$ cat config.mk
export PLATFORM = sky130hd
export DESIGN_NAME = keypad_scanner
export DESIGN_NICKNAME = d
export VERILOG_FILES = /design/src/rtl/keypad_scanner.sv
export SDC_FILE = /design/constraint.sdc
export NUM_CORES = 1
export LEC_CHECK = 0
export BUFFER_PORTS_ARGS = -buffer_cell sky130_fd_sc_hd__buf_4
export CELL_PAD_IN_SITES_DETAIL_PLACEMENT = 0
export CELL_PAD_IN_SITES_GLOBAL_PLACEMENT = 1
export CORE_MARGIN = 1.5
export CORE_UTILIZATION = 53
export DETAILED_ROUTE_END_ITERATION = 8
export PLACE_DENSITY_LB_ADDON = 0.1
export SETUP_SLACK_MARGIN = 0.4
export SYNTH_ARGS = -nofsm -noshare
export SYNTH_HDL_FRONTEND = slang
export SYNTH_SLANG_ARGS = --single-unit
$ cat constraint.sdc
create_clock -name clk -period 12.5 [get_ports clk]
set_input_delay 0.625 -clock clk [delete_from_list [all_inputs] [get_ports clk]]
set_output_delay 0.625 -clock clk [all_outputs]
set_load 0.02 [all_outputs]
$ cat src/rtl/keypad_scanner.sv
// Matrix keypad scanner: column strobing, 2-FF row synchroniser, frame-based debounce,
// single-key arbitration and a valid/ack key output with a sticky overrun flag.
module keypad_scanner #(
  parameter int ROWS     = 4,
  parameter int COLS     = 4,
  parameter int SCAN_DIV = 12000,
  parameter int DEBOUNCE = 4,
  localparam int KW      = $clog2(ROWS * COLS)
) (
  input  logic            clk,
  input  logic            rst_n,
  input  logic [ROWS-1:0] rows,
  output logic [COLS-1:0] columns,
  output logic [KW-1:0]   key,
  output logic            key_valid,
  input  logic            key_ack,
  output logic            key_held,
  output logic            overrun
);

  localparam int NK  = ROWS * COLS;
  localparam int DW  = (SCAN_DIV > 1) ? $clog2(SCAN_DIV) : 1;
  localparam int CIW = $clog2(COLS);
  localparam int CW  = $clog2(DEBOUNCE + 1);

  typedef enum logic [1:0] {S_IDLE, S_DEB, S_HELD} state_t;

  logic [ROWS-1:0] rows_s1_q, rows_s2_q;
  logic [DW-1:0]   dwell_q, dwell_d;
  logic [CIW-1:0]  col_q, col_d;
  logic [NK-1:0]   map_q, map_d;
  state_t          state_q, state_d;
  logic [KW-1:0]   cand_q, cand_d;
  logic [CW-1:0]   cnt_q, cnt_d, cnt_inc;
  logic [KW-1:0]   key_q, key_d;
  logic            key_valid_q, key_valid_d;
  logic            overrun_q, overrun_d;

  logic            sample, frame_end, accept, single, held_present;
  logic [1:0]      n_hit;
  logic [KW-1:0]   low_code;

  assign sample    = (dwell_q == DW'(SCAN_DIV - 1));
  assign frame_end = sample && (col_q == CIW'(COLS - 1));
  assign cnt_inc   = cnt_q + CW'(1);

  always_comb begin
    dwell_d = sample ? '0 : dwell_q + DW'(1);
    col_d   = col_q;
    if (sample) col_d = (col_q == CIW'(COLS - 1)) ? '0 : col_q + CIW'(1);
  end

  // map_d already holds the column being sampled, so the frame result is complete at frame end
  always_comb begin
    map_d = map_q;
    if (sample) begin
      for (int r = 0; r < ROWS; r++) begin
        for (int c = 0; c < COLS; c++) begin
          if (CIW'(c) == col_q) map_d[r*COLS + c] = rows_s2_q[r];
        end
      end
    end
  end

  always_comb begin
    n_hit    = 2'd0;
    low_code = '0;
    for (int i = NK - 1; i >= 0; i--) begin
      if (map_d[i]) begin
        low_code = KW'(i);
        if (n_hit != 2'd2) n_hit = n_hit + 2'd1;
      end
    end
  end

  assign single       = (n_hit == 2'd1);
  assign held_present = map_d[cand_q];

  // cnt_q is the press count in S_DEB and the release count in S_HELD
  always_comb begin
    state_d = state_q;
    cand_d  = cand_q;
    cnt_d   = cnt_q;
    accept  = 1'b0;
    if (frame_end) begin
      case (state_q)
        S_IDLE: begin
          if (single) begin
            cand_d = low_code;
            if (DEBOUNCE == 1) begin
              accept  = 1'b1;
              state_d = S_HELD;
              cnt_d   = '0;
            end else begin
              state_d = S_DEB;
              cnt_d   = CW'(1);
            end
          end
        end
        S_DEB: begin
          if (single && (low_code == cand_q)) begin
            if (cnt_inc == CW'(DEBOUNCE)) begin
              accept  = 1'b1;
              state_d = S_HELD;
              cnt_d   = '0;
            end else begin
              cnt_d = cnt_inc;
            end
          end else begin
            state_d = S_IDLE;
            cnt_d   = '0;
          end
        end
        S_HELD: begin
          if (held_present) begin
            cnt_d = '0;
          end else if (cnt_inc == CW'(DEBOUNCE)) begin
            state_d = S_IDLE;
            cnt_d   = '0;
          end else begin
            cnt_d = cnt_inc;
          end
        end
        default: begin
          state_d = S_IDLE;
          cnt_d   = '0;
        end
      endcase
    end
  end

  // An accept coinciding with ack replaces the consumed key instead of flagging overrun
  always_comb begin
    key_d       = key_q;
    key_valid_d = key_valid_q;
    overrun_d   = overrun_q;
    if (accept) begin
      if (!key_valid_q || key_ack) begin
        key_d       = cand_d;
        key_valid_d = 1'b1;
        if (key_ack) overrun_d = 1'b0;
      end else begin
        overrun_d = 1'b1;
      end
    end else if (key_ack && key_valid_q) begin
      key_valid_d = 1'b0;
      overrun_d   = 1'b0;
    end
  end

  always_ff @(posedge clk or negedge rst_n) begin
    if (!rst_n) begin
      rows_s1_q   <= '0;
      rows_s2_q   <= '0;
      dwell_q     <= '0;
      col_q       <= '0;
      map_q       <= '0;
      state_q     <= S_IDLE;
      cand_q      <= '0;
      cnt_q       <= '0;
      key_q       <= '0;
      key_valid_q <= 1'b0;
      overrun_q   <= 1'b0;
    end else begin
      rows_s1_q   <= rows;
      rows_s2_q   <= rows_s1_q;
      dwell_q     <= dwell_d;
      col_q       <= col_d;
      map_q       <= map_d;
      state_q     <= state_d;
      cand_q      <= cand_d;
      cnt_q       <= cnt_d;
      key_q       <= key_d;
      key_valid_q <= key_valid_d;
      overrun_q   <= overrun_d;
    end
  end

  assign columns   = {{(COLS-1){1'b0}}, 1'b1} << col_q;
  assign key       = key_q;
  assign key_valid = key_valid_q;
  assign key_held  = (state_q == S_HELD);
  assign overrun   = overrun_q;

endmodule

==> results.cfg, run 1 <==
[clocking]
cts_tree = built
insertion_delay_ns = 0.31
clock_tree.buffer_depth = 2
cts_resized = 0
htree_levels = 2
cts_setup_buffers = 0
holdBufCountCts = 0
clk_pin_slew_ns = 0.10
numCtsBuffers = 5
ctsRootBufferMaster = clkbuf_8
cts.sinks = 55

[cells_and_area]
fin_nets = 551
postLayoutCoreUtil_pct = 58.1
diodes = 0
layout-drive-gt1-share_pct = 16.0
syn_to_final_growth_pct = 6.19

[floorplanning]
core_area_um2 = 8720
io-pin-count = 18
rows = 34
die_height_um = 97.9
die_w_um = 97.9
die-area_um2 = 9580
start_util_pct = 54.7

[logic_synthesis]
synthDistinctLibCells = 92
yosysSeqAreaShare_pct = 28.8
syn_area_um2 = 4770
synth_ff_type = dfrtp_1
synth_cells = 527
syn_avg_cell_area_um2 = 9.05
synth.top_cell.area_share_pct = 28.8
synthArstFlopShare_pct = 100
yosys-top-cells-area = dfrtp_1 (29%), mux2i_1 (5.7%), nor2_1 (3.9%)
yosysTopAreaCell = dfrtp_1
synth_nets = 547
synth-warning-count = 0
ys_ff_latch = 55
synth-edff-count = 0

[global_route]
met2_usage_pct = 40.2
grt.busiest_layer = met2
grt_remaining_overflow = 0
grt_max_degree = 56
grtUsageMet1_pct = 33.1
grt_pass1_wl_mm = 19.3
track_usage_pct = 24.0
antenna_found_initial = 0
grt_pass1_vias = 3928
use_met3_pct = 2.65

[detailed_routing]
wl_mm = 11.2
ant_nets = 0
wire_per_inst_um = 17.5
firstDrtPassIters = 5
avgViaCountPerCell = 6.35
first_iter_violations = 191
routed-via-count = 4067
drc = 0

[flow_run]
maxCapViolCount = 0

[run_status]
status = finished clean

[setup_path]
regToRegStartpoint = dwell_q[8]$_DFF_PN0_
crit_end = key[3]$_DFFE_PN0P_
crit_type = flop to flop
worstReg2RegEnd = key[3]$_DFFE_PN0P_
rrSetupSlack_ns = 3.15
reg2regPathDepth = 32
startpoint_type = flop
crit_cells = 32
crit_family = compound AO/OA/AOI/OAI gates
worstPathMaxFanout = 15
crit_buf_inv = 1
worstPathRequired_ns = 12.70
critical_path.slowest_cell = o21ai_1
crit_top_cell = xnor2_1
setup.worst_path.start = dwell_q[8]$_DFF_PN0_
cp_slowest_stage_delay_ns = 0.78
endpoint_kind = flop
arrival_ns = 9.56

[timing]
hold_viol_final = 0
setup_viol = 0
tightestPinTransition_ns = 1.01
final.setup.tns_ns = 0
worst_hold_slack_ns = 0.345
final.min_clock_period_ns = 9.35
max_freq_mhz = 107
final.setup_skew_ns = 0.00564
period_share_pct = 74.8
drv_slew = 0
rsz0062_at_grt = no
slew_headroom_pct = 31.0

[placed_design]
port_buffers = 17
dpl.hpwl_mm = 8.23
gp_congestion = 0.916

[min_path]
hold_path_class = input pin to asynchronous set/reset pin

[power_and_ir_drop]
ir_worst_vdd_v = 0.0000414
power.leakage_nw = 2.32
powerDensity_nw_per_um2 = 61.1
[metrics by stage]
stage                     worst slack (ns)  power (W)  instance area [um2]  cells
final                                 3.15   0.000309                 5070    640
after global routing                  2.38   0.000320                 5070    640
after CTS                             3.21   0.000312                 5070    640
after detailed placement              3.25   0.000190                 4950    632
after global placement                3.53   0.000190                 4950    632
after floorplan                       4.57   0.000184                 4770    527
[layout make-up]
class,count,area [um2]
well taps,108,135
clock inverters,3,46.3
repair buffers,21,158
inverters,28,105
multi-input cells,420,3180
flip-flops and latches,55,1380
fillers,759,3650
clock buffers,5,68.8
[synth_stat cells, drive strengths merged (6+ instances only)]
master,number
a211oi,9
a21o,6
a21oi,29
a31oi,6
and3,7
buf,8
clkbuf,16
dfrtp,55
ha,13
inv,24
mux2,11
mux2i,28
nand2,45
nand2b,6
nand3,18
nand4,12
nor2,51
nor3,19
nor4,12
o211ai,6
o21ai,29
o22ai,7
xnor2,19
xor2,9
[state kept, by name, summed over array words and instances, names as in the netlist]
register,cells
col_q,2
rows_s2_q,4
rows_s1_q,4
cnt_q,3
key,4
dwell_q,14
key_valid,1
overrun,1
cand_q,4
state_q,2
map_q,16
[power breakdown]
part           switching, W  internal (W)   total (W)
sequential       0.00000143      0.000179    0.000181
clock             0.0000628     0.0000605    0.000123
combinational    0.00000392    0.00000170  0.00000562
total             0.0000682      0.000241    0.000309
[worst reg2reg max path: cells and delay by family (launching register included)]
kind | cells | cell delay [ns]
AOI/OAI and AO/OA | 14 | 3.14
muxes | 4 | 1.41
DFF | 1 | 0.44
adders and majority gates | 2 | 0.58
xor gates and xnor gates | 3 | 0.44
and+or+nand+nor | 8 | 3.08
buffers and inverters | 1 | 0.16
[logic make-up (layout without fill, tap and decap cells)]
group	count (synthesis)	after routing	share of synthesized area (%)
AND/OR/NAND/NOR	190	190	21.6
AO/OA/AOI/OAI	147	147	24.9
flip-flops	55	55	28.8
buffers and inverters	52	57	4.69
multiplexers	42	42	10.5
XOR/XNOR	28	28	6.08
adder cells (fa/ha/maj)	13	13	3.41
[how the worst min path moves through the flow]
stage,start,end,slack (ns)
final,rst_n,dwell_q[4]$_DFF_PN0_,0.34
after global placement,rows_s1_q[2]$_DFF_PN0_,rows_s2_q[2]$_DFF_PN0_,0.33
after floorplan,rst_n,cand_q[0]$_DFF_PN0_,0.33
after detailed placement,rows_s1_q[1]$_DFF_PN0_,rows_s2_q[1]$_DFF_PN0_,0.34
after CTS,rst_n,dwell_q[3]$_DFF_PN0_,0.37
after global routing,rows_s1_q[1]$_DFF_PN0_,rows_s2_q[1]$_DFF_PN0_,0.37
[placed cells by master, fill, tap and decap left out, types with 3 or more instances in the layout]
| master | count |
|---|---|
| a211o_1 | 4 |
| a211oi_1 | 8 |
| a21o_1 | 6 |
| a21oi_1 | 28 |
| a31o_1 | 3 |
| a31oi_1 | 4 |
| a41oi_1 | 3 |
| and2_1 | 3 |
| and3_1 | 7 |
| buf_4 | 21 |
| clkbuf_8 | 5 |
| clkinv_1 | 4 |
| dfrtp_1 | 55 |
| ha_1 | 13 |
| inv_1 | 21 |
| inv_2 | 3 |
| mux2_2 | 6 |
| mux2_4 | 4 |
| mux2i_1 | 27 |
| mux4_2 | 3 |
| nand2_1 | 43 |
| nand2b_1 | 6 |
| nand3_1 | 17 |
| nand4_1 | 12 |
| nor2_1 | 50 |
| nor2b_1 | 3 |
| nor3_1 | 15 |
| nor4_1 | 7 |
| nor4_4 | 4 |
| o211ai_1 | 4 |
| o21a_1 | 5 |
| o21ai_0 | 22 |
| o21ai_1 | 3 |
| o21ai_4 | 4 |
| o22ai_1 | 7 |
| o41ai_1 | 3 |
| or3_1 | 3 |
| xnor2_1 | 16 |
| xor2_1 | 9 |
[per-layer routing]
layer | share of wire, % | wire length [um] | vias up
met4 | 1.6 | 182 | 0
met1 | 47 | 5300 | 1981
li1 | - | - | 1973
met2 | 48 | 5350 | 99
met3 | 3.3 | 366 | 14
met5 | 0 | 0 | -
No activity file was read; power rests on OpenSTA's default activity.
==> run 2: changes to the inputs <==
- CORE_UTILIZATION: 53 -> 44
- clock period: 12.5 -> 8.1 ns (I/O delays scaled with it)
==> run 2 against run 1 <==
Compared with the run above:
- hold slack got worse by 0.22 ns
- setup slack worse by 2.8 ns
- largest power group unchanged
- critical path depth up 4
- critical path type unchanged
- maximum frequency rose by 21%
- cell count grew 21%
- largest cell class unchanged
- highest routed layer unchanged
==> results.cfg, run 2 (synthesis gave the netlist of run 1 again) <==
[clocking]
ctsRootBufferMaster = clkbuf_8
numCtsBuffers = 5
htree_levels = 2
holdBufCountCts = 0
cts.sinks = 55
cts_tree = built
clk_pin_slew_ns = 0.10
insertion_delay_ns = 0.31
clock_tree.buffer_depth = 2

[floorplanning]
die_height_um = 107
die_w_um = 107
start_util_pct = 45.8
core_area_um2 = 10400
rows = 37
io-pin-count = 18
die-area_um2 = 11500

[cells_and_area]
fin_nets = 656
layout-drive-gt1-share_pct = 42.3
syn_to_final_growth_pct = 36.2
fill_cells = 886
area.sequential_um2 = 1380
multi_input_area_um2 = 3740
largest_register_ffs = 16
stdcell_area_um2 = 6500
largest_register = map_q
diodes = 0
final_common_cell = buf_4
mostFrequentLayoutCells = buf_4 (112), dfrtp_1 (55), nor2_1 (43), nand2_1 (40), a21oi_1 (24)
reg_top3 = map_q (16), dwell_q (14)

[timing]
hold_viol_final = 0
slew_headroom_pct = 46.8
setup_viol = 0
period_share_pct = 95.2
finalWorstSetupSlack_ns = 0.389
final.min_clock_period_ns = 7.71
max_freq_mhz = 130
drv_slew = 0
tightestPinTransition_ns = 0.796
worst_hold_slack_ns = 0.129
final.setup_skew_ns = 0.00717
rsz0062_at_grt = yes

[detailed_routing]
first_iter_violations = 278
wl_mm = 13.3
avgViaCountPerCell = 5.80
wire_per_inst_um = 17.2
ant_nets = 0
firstDrtPassIters = 5
routed-via-count = 4479
drc = 0

[placed_design]
dpl.hpwl_mm = 8.79
place_ws_ns = -0.0259
dpl_cell_area_um2 = 5270
port_buffers = 17
gp_congestion = 0.848

[setup_path]
worstPathMaxFanout = 7
crit_top_cell = buf_4
crit_type = flop to flop
startpoint_type = flop
worstPathRequired_ns = 8.30
critical_path.slowest_cell = or4b_4
endpoint_kind = flop
cp_slowest_stage_delay_ns = 0.60
arrival_ns = 7.91

[global_route]
track_usage_pct = 23.2
grt.busiest_layer = met2
grt_max_degree = 56
use_met3_pct = 2.07
grt_remaining_overflow = 0
met2_usage_pct = 42.4
grtUsageMet1_pct = 29.5
grt_pass1_vias = 4334
antenna_found_initial = 0
grt_pass1_wl_mm = 21.5

[flow_run]
maxCapViolCount = 0

[power_and_ir_drop]
power.leakage_nw = 2.95
powerDensity_nw_per_um2 = 72.3
total_power_w = 0.000470
ir_worst_vdd_v = 0.0000830

[min_path]
hold_path_class = input pin to asynchronous set/reset pin

[run_status]
status = finished clean
==> run 2: cell count changes in the layout (fill, tap and decap cells not counted), sizes merged <==
| cell | change |
|---|---|
| buf | +105 |
| inv | -1 |
==> run 2: final timing paths <==
| kind | from | endpoint | slack [ns] | depth (start not counted) |
|---|---|---|---|---|
| setup / recovery | dwell_q[12]$_DFF_PN0_ | key[3]$_DFFE_PN0P_ | 0.39 | 36 |
| max in group asynchronous | rst_n | map_q[10]$_DFF_PN0_ | 7.51 | 1 |
| setup reg to reg | dwell_q[12]$_DFF_PN0_ | key[3]$_DFFE_PN0P_ | 0.39 | 36 |
| hold / removal | rst_n | dwell_q[4]$_DFF_PN0_ | 0.13 | 1 |
| min in group clk | rows[2] | rows_s1_q[2]$_DFF_PN0_ | 0.19 | 1 |
| hold reg to reg | rows_s1_q[2]$_DFF_PN0_ | rows_s2_q[2]$_DFF_PN0_ | 0.36 | 0 |
==> run 2: per-stage QoR <==
stage / cells / TNS [ns] / util, %
final: 772 / 0 / 62.4
after global routing: 772 / -0.0258 / 62.4
after CTS: 752 / 0 / 59.3
after detailed placement: 696 / -0.0850 / 50.6
after global placement: 696 / 0 / 50.6
after floorplan: 527 / 0 / -
==> run 2: routing by layer <==
metal	part of all wire (%)	wire length, um
met3	2.7	364
met2	51	6830
met1	45	5920
met4	1.2	158
met5	0	0
==> run 2: repair_timing <==
item	CTS	global route
pin swaps	56	41
endpoints found under the setup margin	12	15
buffers inserted	49	20
resized for setup	88	39
==> run 2: area by class of cell <==
cell class | count | area share (%)
clock inverter | 2 | 0.578
inverter | 28 | 1.66
sequential | 55 | 21.2
timing repair buffer | 126 | 15.4
multi-input combinational | 420 | 57.5
clock buffer | 5 | 1.06
tap | 136 | 2.62
==> run 2: worst max-delay path: cells and delay by family, from the launching register on <==
family                   cells  cell delay, ns
AO/OA/AOI/OAI               11            2.02
XOR/XNOR                     1            0.15
flip-flops                   1            0.41
buffers and inverters        5            0.76
multiplexers                 6            1.24
AND/OR/NAND/NOR             11            2.39
adder cells (fa/ha/maj)      2            0.63
==> run 2: where the power goes <==
group / internal (W) / total (W) / switching, W
Clock: 0.0000905 / 0.000183 / 0.0000920
Sequential: 0.000276 / 0.000279 / 0.00000250
Combinational: 0.00000272 / 0.00000867 / 0.00000595
==> run 3: changes to the inputs <==
- CORE_ASPECT_RATIO: not set -> 1.5
- PLACE_DENSITY: not set -> 0.85
- PLACE_DENSITY_LB_ADDON: 0.1 -> not set
==> run 3 against run 2 <==
Compared with the run above:
- utilization shrank 5.0 points
- design area shrank 6.5%
- sequential share of layout area rose by 1.5 points
- power up 13%
- clock-buffer cell count stayed put
- setup slack got worse by 0.17 ns
- critical endpoint is now key[1]$_DFFE_PN0P_
- largest cell class unchanged
==> results.cfg, run 3 (synthesis gave the netlist of run 1 again) <==
[cells_and_area]
diodes = 0
largest_register = map_q
largest_register_ffs = 16
final_common_cell = buf_4
layout-drive-gt1-share_pct = 34.3
syn_to_final_growth_pct = 27.3
fin_nets = 621
mostFrequentLayoutCells = buf_4 (85), dfrtp_1 (55), nor2_1 (45), nand2_1 (41), a21oi_1 (25)
reg_top3 = map_q (16), dwell_q (14)

[clocking]
insertion_delay_ns = 0.30
clk_pin_slew_ns = 0.07
ctsRootBufferMaster = clkbuf_16
htree_levels = 2
cts.sinks = 55
numCtsBuffers = 5
cts_tree = built
clock_tree.buffer_depth = 2

[detailed_routing]
first_iter_violations = 348
avgViaCountPerCell = 5.98
wl_mm = 13.5
firstDrtPassIters = 5
routed-via-count = 4458
ant_nets = 0
drc = 0
wire_per_inst_um = 18.1

[setup_path]
critical_path.slowest_cell = or4b_4
endpoint_kind = flop
crit_top_cell = buf_4
crit_buf_inv = 5
worstPathRequired_ns = 8.28
crit_type = flop to flop
arrival_ns = 8.06
cp_slowest_stage_delay_ns = 0.59
startpoint_type = flop
worstPathMaxFanout = 5
crit_family = compound AO/OA/AOI/OAI gates

[timing]
slew_headroom_pct = 49.0
final.min_clock_period_ns = 7.88
tightestPinTransition_ns = 0.765
rsz0062_at_grt = yes
final.setup_skew_ns = 0.00423
drv_slew = 0
hold_viol_final = 0
period_share_pct = 97.3
setup_viol = 0
final.setup.tns_ns = 0
finalWorstSetupSlack_ns = 0.222
max_freq_mhz = 127

[placed_design]
place_ws_ns = -0.198
gp_congestion = 0.921
dpl.hpwl_mm = 9.32
port_buffers = 17

[power_and_ir_drop]
power.leakage_nw = 2.77
ir_worst_vdd_v = 0.0000737
powerDensity_nw_per_um2 = 87.7

[global_route]
grt_pass1_wl_mm = 21.8
grt_pass1_vias = 4426
grt_remaining_overflow = 0
antenna_found_initial = 0
track_usage_pct = 23.7
grt_max_degree = 56

[flow_run]
maxCapViolCount = 0

[floorplanning]
start_util_pct = 45.0
die_w_um = 88.0
die-area_um2 = 11500
io-pin-count = 18
rows = 46
die_height_um = 131
core_area_um2 = 10600

[min_path]
hold_path_class = input pin to asynchronous set/reset pin

[run_status]
status = finished clean
run 3: cell count changes in the layout (fill, tap and decap cells not counted), sizes merged:
cell | before | now
buf | 126 | 90
xnor2 | 19 | 20
run 3: routing by layer:
metal / part of all wire, % / GRT usage, % / up-vias
li1: - / - / 2115
met3: 2.7 / 1.88 / 37
met5: 0 / 0 / -
met4: 3.2 / 8.73 / 0
met1: 40 / 27.1 / 2179
met2: 54 / 45.0 / 127
run 3: worst paths after layout:
| path | start | to | slack (ns) | depth (start not counted) |
|---|---|---|---|---|
| max | dwell_q[12]$_DFF_PN0_ | key[1]$_DFFE_PN0P_ | 0.22 | 35 |
| min | rst_n | dwell_q[4]$_DFF_PN0_ | 0.15 | 1 |
| max reg2reg | dwell_q[12]$_DFF_PN0_ | key[1]$_DFFE_PN0P_ | 0.22 | 35 |
| min reg2reg | rows_s1_q[3]$_DFF_PN0_ | rows_s2_q[3]$_DFF_PN0_ | 0.35 | 0 |
| max in group asynchronous | rst_n | map_q[2]$_DFF_PN0_ | 7.49 | 1 |
| min in group clk | rows[3] | rows_s1_q[3]$_DFF_PN0_ | 0.21 | 1 |
run 3: per-stage QoR:
stage	instance area, um2	instances	power, W	hold slack (ns)	utilization [%]
finish	6070	745	0.000533	0.151	57.4
CTS	5800	730	0.000534	0.185	54.8
detailed placement	5250	700	0.000293	0.336	49.5
global placement	5250	700	0.000293	0.333	49.5
floorplan	4780	527	0.000284	0.109	-
global route	6070	745	0.000548	0.202	57.4
run 3: final cells by class:
| class | instances | area, um2 |
|---|---|---|
| clock buffers | 5 | 125 |
| well taps | 144 | 180 |
| clock inverters | 2 | 37.5 |
| repair buffers | 90 | 697 |
| flip-flops and latches | 55 | 1380 |
| inverters | 28 | 105 |
| fillers | 933 | 4520 |
| multi-input cells | 421 | 3550 |
run 3: report_power, final:
part	total (W)	leakage (nW)	switching (W)	internal, W
clock	0.000246	0.0759	0.000101	0.000144
sequential	0.000279	0.730	0.00000230	0.000276
combinational	0.00000876	1.97	0.00000596	0.00000280
run 3: repair_timing:
| action | in CTS | in global routing |
|---|---|---|
| buffers inserted | 22 | 15 |
| cloned | 1 | 0 |
| hold buffers | 0 | 0 |
| pin swaps | 22 | 31 |
| hold endpoints to repair | 0 | 0 |
| gates resized for setup | 41 | 35 |
| endpoints found under the setup margin | 13 | 13 |
